**src/rtl/wb_copy_master.sv**
```systemverilog
// Wishbone classic-cycle block copier: each word is one read, a one-cycle gap, one write, then another gap.
// Define WB_COPY_TIMEOUT_EN to abort a phase that waits TIMEOUT_CYCLES cycles without an ack.
module wb_copy_master #(
    parameter int LEN_W          = 16,
    parameter int TIMEOUT_CYCLES = 255
) (
    input  logic             wb_clk_i,
    input  logic             wb_rst_ni,
    input  logic             start_i,
    input  logic [31:0]      src_adr_i,
    input  logic [31:0]      dst_adr_i,
    input  logic [LEN_W-1:0] len_i,
    output logic             busy_o,
    output logic             done_o,
    output logic             err_o,
    output logic [LEN_W-1:0] count_o,
    output logic             wbm_cyc_o,
    output logic             wbm_stb_o,
    output logic             wbm_we_o,
    output logic [3:0]       wbm_sel_o,
    output logic [31:0]      wbm_adr_o,
    output logic [31:0]      wbm_dat_o,
    input  logic [31:0]      wbm_dat_i,
    input  logic             wbm_ack_i
);

    typedef enum logic [2:0] {IDLE, READ, RGAP, WRITE, WGAP} state_t;

    state_t           state_reg;
    logic [29:0]      src_reg;
    logic [29:0]      dst_reg;
    logic [29:0]      adr_reg;
    logic [LEN_W-1:0] len_reg;
    logic [LEN_W-1:0] count_reg;
    logic [31:0]      hold_reg;
    logic             stb_reg;
    logic             we_reg;
    logic             busy_reg;
    logic             done_reg;

`ifdef WB_COPY_TIMEOUT_EN
    localparam int TMO_W = $clog2(TIMEOUT_CYCLES + 1);
    logic [TMO_W-1:0] tmo_reg;
    logic             err_reg;
    assign err_o = err_reg;
`else
    assign err_o = 1'b0;
`endif

    // Byte-offset bits are dropped by design; the parameter is only consumed by the timeout build.
    logic unused_cfg;
    assign unused_cfg = ^{src_adr_i[1:0], dst_adr_i[1:0], (TIMEOUT_CYCLES >= 1)};

    assign wbm_cyc_o = stb_reg;
    assign wbm_stb_o = stb_reg;
    assign wbm_we_o  = we_reg;
    assign wbm_sel_o = {4{stb_reg}};
    assign wbm_adr_o = {adr_reg, 2'b00};
    assign wbm_dat_o = hold_reg;
    assign busy_o    = busy_reg;
    assign done_o    = done_reg;
    assign count_o   = count_reg;

    always_ff @(posedge wb_clk_i or negedge wb_rst_ni) begin
        if (!wb_rst_ni) begin
            state_reg <= IDLE;
            src_reg   <= '0;
            dst_reg   <= '0;
            adr_reg   <= '0;
            len_reg   <= '0;
            count_reg <= '0;
            hold_reg  <= '0;
            stb_reg   <= 1'b0;
            we_reg    <= 1'b0;
            busy_reg  <= 1'b0;
            done_reg  <= 1'b0;
`ifdef WB_COPY_TIMEOUT_EN
            tmo_reg   <= '0;
            err_reg   <= 1'b0;
`endif
        end else begin
            done_reg <= 1'b0;
            case (state_reg)
                IDLE: begin
                    if (start_i) begin
                        src_reg   <= src_adr_i[31:2];
                        dst_reg   <= dst_adr_i[31:2];
                        len_reg   <= len_i;
                        count_reg <= '0;
`ifdef WB_COPY_TIMEOUT_EN
                        err_reg   <= 1'b0;
                        tmo_reg   <= '0;
`endif
                        if (len_i == '0) begin
                            done_reg <= 1'b1;
                        end else begin
                            state_reg <= READ;
                            stb_reg   <= 1'b1;
                            we_reg    <= 1'b0;
                            adr_reg   <= src_adr_i[31:2];
                            busy_reg  <= 1'b1;
                        end
                    end
                end
                READ: begin
                    if (wbm_ack_i) begin
                        hold_reg  <= wbm_dat_i;
                        src_reg   <= src_reg + 30'd1;
                        stb_reg   <= 1'b0;
                        state_reg <= RGAP;
                    end
                end
                RGAP: begin
                    state_reg <= WRITE;
                    stb_reg   <= 1'b1;
                    we_reg    <= 1'b1;
                    adr_reg   <= dst_reg;
`ifdef WB_COPY_TIMEOUT_EN
                    tmo_reg   <= '0;
`endif
                end
                WRITE: begin
                    if (wbm_ack_i) begin
                        dst_reg   <= dst_reg + 30'd1;
                        count_reg <= count_reg + LEN_W'(1);
                        stb_reg   <= 1'b0;
                        we_reg    <= 1'b0;
                        state_reg <= WGAP;
                    end
                end
                WGAP: begin
                    if (count_reg == len_reg) begin
                        state_reg <= IDLE;
                        busy_reg  <= 1'b0;
                        done_reg  <= 1'b1;
                    end else begin
                        state_reg <= READ;
                        stb_reg   <= 1'b1;
                        adr_reg   <= src_reg;
`ifdef WB_COPY_TIMEOUT_EN
                        tmo_reg   <= '0;
`endif
                    end
                end
                default: state_reg <= IDLE;
            endcase
`ifdef WB_COPY_TIMEOUT_EN
            // Abort overrides the phase logic above when the wait budget runs out.
            if (state_reg == READ || state_reg == WRITE) begin
                if (wbm_ack_i) begin
                    tmo_reg <= '0;
                end else if (tmo_reg == TMO_W'(TIMEOUT_CYCLES - 1)) begin
                    state_reg <= IDLE;
                    stb_reg   <= 1'b0;
                    we_reg    <= 1'b0;
                    busy_reg  <= 1'b0;
                    done_reg  <= 1'b1;
                    err_reg   <= 1'b1;
                end else begin
                    tmo_reg <= tmo_reg + 1'b1;
                end
            end
`endif
        end
    end

endmodule

```
**config.mk**
```make
export PLATFORM = sky130hd
export DESIGN_NAME = wb_copy_master
export DESIGN_NICKNAME = d
export VERILOG_FILES = /design/src/rtl/wb_copy_master.sv
export SDC_FILE = /design/constraint.sdc
export NUM_CORES = 1
export LEC_CHECK = 0
export ABC_CLOCK_PERIOD_IN_PS = 2100
export BUFFER_PORTS_ARGS = -buffer_cell sky130_fd_sc_hd__buf_2
export CAP_MARGIN = 0
export CORE_ASPECT_RATIO = 0.9
export CORE_MARGIN = 2
export CORE_UTILIZATION = 55
export CTS_CLUSTER_SIZE = 8
export DETAILED_ROUTE_END_ITERATION = 12
export GPL_TIMING_DRIVEN = 0
export MAX_ROUTING_LAYER = met4
export PLACE_DENSITY = 0.79
export RECOVER_POWER = 100
export SLEW_MARGIN = 20
export SYNTH_ARGS = -nofsm -noshare
export SYNTH_HDL_FRONTEND = slang
export SYNTH_SLANG_ARGS = --single-unit
```
**constraint.sdc**
```tcl
create_clock -name wb_clk_i -period 2.1 [get_ports wb_clk_i]
set_input_delay 0.105 -clock wb_clk_i [delete_from_list [all_inputs] [get_ports wb_clk_i]]
set_output_delay 0.105 -clock wb_clk_i [all_outputs]
set_load 0.05 [all_outputs]
```
==> results of run 1 <==
## cell families after synthesis
kind of cell / Yosys count
mux: 65
buf+inv: 97
other cells: 1
fa+ha+maj: 3
compound gates: 308
simple gates: 321
flops: 161
xor+xnor: 27
## metrics by stage
step,util,instances,power (uW),cell area (um2),hold slack (ns)
5_1_grt,0.7406,1508,21900,11950,0.008930
3_5_place_dp,0.6417,1391,16700,10350,0.08564
4_1_cts,0.7320,1493,20400,11810,0.0009849
2_1_floorplan,-,985,13780,9064,-0.1906
6_report,0.7406,1508,20840,11950,-0.001896
3_3_place_gp,0.6394,1390,16440,10310,0.3179
## worst max-delay path: stages, from the launching register on
cell      delay (ns)
dfrtp_2         0.46
buf_2           0.20
nand2_1         0.10
clkbuf_1        0.43
buf_2           0.36
o21ai_0         0.16
a22oi_1         0.27
## power by group through the flow
stage	combinational, uW	sequential [uW]	clock (uW)
2_1_floorplan	5880	7900	0
3_3_place_gp	10500	5930	0
3_5_place_dp	10700	5970	0
4_1_cts	11100	5950	3390
5_1_grt	12100	6250	3540
6_report	11400	6070	3380
## per-layer routing
layer | up-vias | GRT usage
met5 | - | -
met4 | 0 | 0.1438
met3 | 101 | 0.07605
met2 | 701 | 0.5398
met1 | 4542 | 0.4920
li1 | 4288 | -
## final timing paths
| path | slack [ns] | endpoint | cells after the start | startpoint |
|---|---|---|---|---|
| max | 0.01 | src_reg[2] | 6 | state_reg[0] |
| min | -0.002 | dst_reg[4] | 3 | dst_adr_i[6] |
| max reg2reg | 0.01 | src_reg[2] | 6 | state_reg[0] |
| min reg2reg | 0.50 | len_reg[10] | 2 | len_reg[10] |
| max in group asynchronous | 0.59 | dst_reg[0] | 3 | wb_rst_ni |
| min in group asynchronous | 0.19 | count_o[9] | 2 | wb_rst_ni |
## synth_stat cells, types with 21 or more instances
cell type,instances
buf_2,23
o21ai_0,41
o22ai_1,77
dfrtp_1,161
a21oi_1,91
clkbuf_1,45
nor2_1,53
nand2_1,117
xnor2_1,21
nand3_1,43
mux2_2,64
o22a_1,31
## final cells by class
type / instances / area, um2
clock buffers: 18 / 429.2
clock inverters: 14 / 203.9
plain buffers: 81 / 431.7
flip-flops and latches: 161 / 4038
inverters: 12 / 45.04
repair buffers: 288 / 1792
well taps: 207 / 259.0
fillers: 1141 / 4184
multi-input cells: 727 / 4748
## repair_timing
item / 4_1_cts / 5_1_grt
buffers inserted: 5 / 17
setup endpoints to repair: 143 / 123
hold buffers: 67 / 0
resized for setup: 42 / 38
cloned: 0 / 0
endpoints found under the hold margin: 127 / 0
pin swaps: 4 / 9
==> out/metrics.csv, run 1 <==
metric;value;unit
run status;finished, violations left;
failing checks;hold timing;
routed length per instance;20.79;um
Peak supply drop;1.486;mV
fin crit period;2.087;ns
Initial Util;0.5614;
switching power;10330;uW
First DRT Iteration DRCs;1531;
Pint;10510;uW
actual slew at the worst max-slew pin;0.9288;ns
Inserted Diodes;0;
hold slack;-0.001896;ns
post-synthesis cell type count;70;
syn_area_per_cell;9.213;um2
vias per std cell;6.387;
Slew HR;0.3808;
M1 WL;12580;um
top sig layer;met4;
Syn-to-layout area delta;31.92;%
RSZ-0062 raised after global routing;true;
Post-synth top flop;dfrtp_1;
Slew Viols, Final;0;
max reg flops;32;
period utilisation layout;0.9938;
commonest non-fill, non-tap cell in the layout;buf_2;
YS warnings;0;
Seq cells post-synth;161;
die height;125.7;um
largest area contributor in the netlist;dfrtp_1;
EDFF count, synth;0;
clock sink count;161;
met3 WL post-DR;3325;um
layout cells sized above 1;0.2829;
Setup CP Type;flop to flop;
Clock Power Share;0.162;
Cell Area, Synth;9056;um2
Power Density;1745;nW/um2
later-pin clock latency in the skew report;0.44;ns
Clock Skews;0.008217;ns
synthesized netlist cell count;983;
IO Count;206;
Seq/Total Area, Yosys;0.4449;
DRT Pass-1 Iters;6;
Crit path required time;2.43;ns
initial antenna violation count;0;
Final Hold Fails;2;
Compound-Gate Fraction of Synth Area;0.2180;
routed vias;9632;
GRT Residual Overflow;0;
crit-path max FO;10;
share of the synthesized area in the top cell type;0.4449;
multiplexer share of the synthesized area;0.08069;
met2 WL;14270;um
Final GP Congestion;0.9515;
Post-Synth XOR/XNOR Area;0.02611;
CP Launch Type;flop;
Rows;44;
number of global-route vias before repair;9151;
Port Buffers;198;
H-Tree Depth;4;
commonest cells after routing, fill and taps aside;167 x buf_2, 154 x dfrtp_1, 117 x nand2_1;
CORE AREA;16130;um2
Synth Area in Simple Gates;0.1785;
Max Root-Sink Buffers;2;
Clock Pin Slew Worst Setup and Hold Paths;0.07;ns
Die X;139.3;um
Die ar.;17510;um2
Comb power frac;0.546;
total CTS buffers;17;
WP data arrival;2.42;ns
routed wire length;31350;um
Setup Slack @ Placement;-0.3930;ns
sequential share of power;0.291;
CTS tree;built;
FFs w/ async S/R, synth;1.000;
largest net degree at the start of global routing;101;
Pleak;0.005124;uW
setup_tns;0;ns
Remaining DRCs;0;
main combinational cell family by area after synthesis;compound AO/OA/AOI/OAI gates;
HPWL Detailed;20690;um
nets@finish;1407;
global-route wire length before repair;48910;um
largest cells by area after synthesis;dfrtp_1 44%, mux2_2 8.0%, o22ai_1 5.3%;
Crit. End Element;flop;
Synth Area in Adders;0.004145;
final setup margin;0.01305;ns
Root Buffer Master;clkbuf_16;
Routed Antenna Nets;0;
switching share of power;0.4957;
Tightest Hold Check Type;input pin to flop;
GRT Util Overall;0.3634;
Max-cap violations;0;
Final setup viols;0;
highest clock rate;0.4792;GHz
No activity file was read; power rests on OpenSTA's default activity.
==> run 2: changes to the inputs <==
--- a/config.mk
+++ b/config.mk
@@ -6,16 +6,16 @@
 export NUM_CORES = 1
 export LEC_CHECK = 0
 export ABC_CLOCK_PERIOD_IN_PS = 2100
-export BUFFER_PORTS_ARGS = -buffer_cell sky130_fd_sc_hd__buf_2
 export CAP_MARGIN = 0
-export CORE_ASPECT_RATIO = 0.9
+export CORE_ASPECT_RATIO = 0.7
 export CORE_MARGIN = 2
-export CORE_UTILIZATION = 55
+export CORE_UTILIZATION = 60
 export CTS_CLUSTER_SIZE = 8
 export DETAILED_ROUTE_END_ITERATION = 12
+export DONT_BUFFER_PORTS = 1
 export GPL_TIMING_DRIVEN = 0
 export MAX_ROUTING_LAYER = met4
-export PLACE_DENSITY = 0.79
+export PLACE_DENSITY = 0.74
 export RECOVER_POWER = 100
 export SLEW_MARGIN = 20
 export SYNTH_ARGS = -nofsm -noshare
==> run 2 against run 1 <==
Compared with the run above: the flow still finishes with violations (hold timing); worst setup slack improved by 0.0054 ns; cell count down 12%; total power shrank 4.7%; design area down 5.4%; die area shrank 8.0%; critical path type unchanged; via count decreased by 6.9%; register-to-register slack hardly changed; first-iteration DRC count shrank 32%; combinational power fell by 27%; sequential power grew 40%; clock power is 10% lower; flip-flop and latch count unchanged.
==> out/metrics.csv, run 2 (synthesis results as in run 1) <==
metric;value;unit
final instance area;11310;um2
Setup Slack @ Placement;-0.5006;ns
GRT Residual Overflow;0;
hold slack;-0.6464;ns
layout cells sized above 1;0.2087;
Worst Setup EP;adr_reg[1];
die height;106.8;um
CORE AREA;14720;um2
RSZ-0062 raised after global routing;true;
Crit. End Element;flop;
Slew Viols, Final;0;
Crit path required time;2.42;ns
final setup margin;0.01845;ns
commonest non-fill, non-tap cell in the layout;dfrtp_1;
routed vias;8972;
GRT Util Overall;0.3859;
run status;finished, violations left;
Die X;150.8;um
Peak supply drop;1.029;mV
global-route wire length before repair;46330;um
WP data arrival;2.41;ns
failing checks;hold timing;
Final Hold Fails;161;
Max Root-Sink Buffers;2;
clock sink count;161;
Root Buffer Master;clkbuf_16;
highest clock rate;0.4804;GHz
First DRT Iteration DRCs;1043;
Max-cap violations;0;
Final GP Congestion;0.9645;
Slew HR;0.5434;
Clock Pin Slew Worst Setup and Hold Paths;0.07;ns
Critical Path, Cell by Cell;clkbuf_4 > inv_1 > a32oi_1 > a21oi_4 > buf_4 > mux2_2;
CP Launch Type;flop;
crit path from;state_reg[0];
actual slew at the worst max-slew pin;0.6849;ns
number of cells on the critical path;6;
post-placement cell count;1180;
Final setup viols;0;
Non-Filler Instances;1327;
initial antenna violation count;1;
IO Count;206;
Slowest-stage cell, CP;dfrtp_2;
Tightest Hold Check Type;input pin to asynchronous set/reset pin;
DRT Pass-1 Iters;7;
Port Buffers;0;
Die ar.;16110;um2
Routed Antenna Nets;0;
HPWL Detailed;19910;um
Pwr Total;19870;uW
vias per std cell;6.761;
Power Density;1757;nW/um2
later-pin clock latency in the skew report;0.45;ns
commonest cells after routing, fill and taps aside;136 x dfrtp_1, 115 x nand2_1, 103 x dlygate4sd3_1;
period utilisation layout;0.9912;
Reg2Reg Launch Point;state_reg[0];
Rows;37;
fin crit period;2.082;ns
largest net degree at the start of global routing;162;
routed wire length;29850;um
total CTS buffers;17;
CTS tree;built;
crit-path max cell delay;0.46;ns
Clock Skews;0.01253;ns
routed length per instance;22.50;um
Setup CP Type;flop to flop;
Syn-to-layout area delta;24.85;%
hold buffer count at CTS;103;
H-Tree Depth;4;
nets@finish;1237;
Post-DP Area;9308;um2
crit-path max FO;10;
FF-to-FF path depth;6;
CP delay by family, top;buffers and inverters;
reg2reg setup slack;0.02;ns
Remaining DRCs;0;
Reg2Reg Capture Point;adr_reg[1];
Pleak;0.004540;uW
Initial Util;0.6152;
number of global-route vias before repair;8428;
Buffers & Inverters on Critical Path;3;
max reg flops;32;
-- run 2: cell types whose count changed in the layout (fill, tap and decap cells not counted), moves of 3 or more --
cell and change:
buf_4 -12, dfrtp_2 +17, bufinv_16 -4, inv_6 +3
buf_2 -151, xnor2_2 +3, clkbuf_2 +6, xnor2_1 -3
dlygate4sd3_1 +36, inv_8 +3, clkbuf_1 -50, dfrtp_1 -18
-- run 2: power by group --
group / internal [uW] / total, uW / switching (uW)
registers: 4540 / 8500 / 3960
clock network: 1580 / 3030 / 1450
logic: 3580 / 8340 / 4760
total: 9700 / 19900 / 10200
-- run 2: worst min path at each step --
| stage | from | endpoint | slack [ns] | cells after the start |
|---|---|---|---|---|
| floorplan | wb_rst_ni | adr_reg[0] | -0.19 | 0 |
| global route | wb_rst_ni | dst_reg[11] | -0.66 | 0 |
| CTS | wb_rst_ni | dst_reg[7] | -0.65 | 0 |
| detailed placement | wb_rst_ni | dst_reg[7] | -0.19 | 0 |
| finish | wb_rst_ni | dst_reg[13] | -0.65 | 0 |
| global placement | wb_rst_ni | dst_reg[7] | -0.19 | 0 |
-- run 2: cell type report --
| class | instances | area [um2] |
|---|---|---|
| Fill cell | 1051 | 3415 |
| Tap cell | 195 | 244.0 |
| Timing Repair Buffer | 119 | 1151 |
| Multi-Input combinational cell | 727 | 4791 |
| Clock buffer | 17 | 425.4 |
| Clock inverter | 15 | 145.1 |
| Sequential cell | 161 | 4063 |
| Antenna cell | 1 | 2.502 |
| Inverter | 12 | 45.04 |
| Buffer | 80 | 440.4 |
-- run 2: worst reg2reg max path, stage by stage (launching register included) --
cell	delay (ns)
dfrtp_2	0.46
clkbuf_4	0.22
inv_1	0.23
a32oi_1	0.15
a21oi_4	0.35
buf_4	0.23
mux2_2	0.33
-- run 2: per-stage QoR --
stage	setup TNS, ns	util
global placement	-32.57	0.6322
detailed placement	-32.78	0.6322
finish	0	0.7681
global route	-1.504	0.7681
CTS	-0.1942	0.7550
floorplan	0	-
-- run 2: repair_timing --
item,CTS,global route
setup buffers,6,9
gates resized for setup,60,67
cloned,0,1
hold endpoints to repair,269,161
pin swaps,6,11
setup endpoints to repair,148,126
-- run 2: per-layer routing --
layer	track usage	vias to the layer above	share of wire	routed length, um
met5	-	-	0	0
met4	0.1248	0	0.031	913
met3	0.1166	87	0.14	4068
met2	0.5448	650	0.43	12920
met1	0.5356	4285	0.40	11950
li1	-	3950	-	-
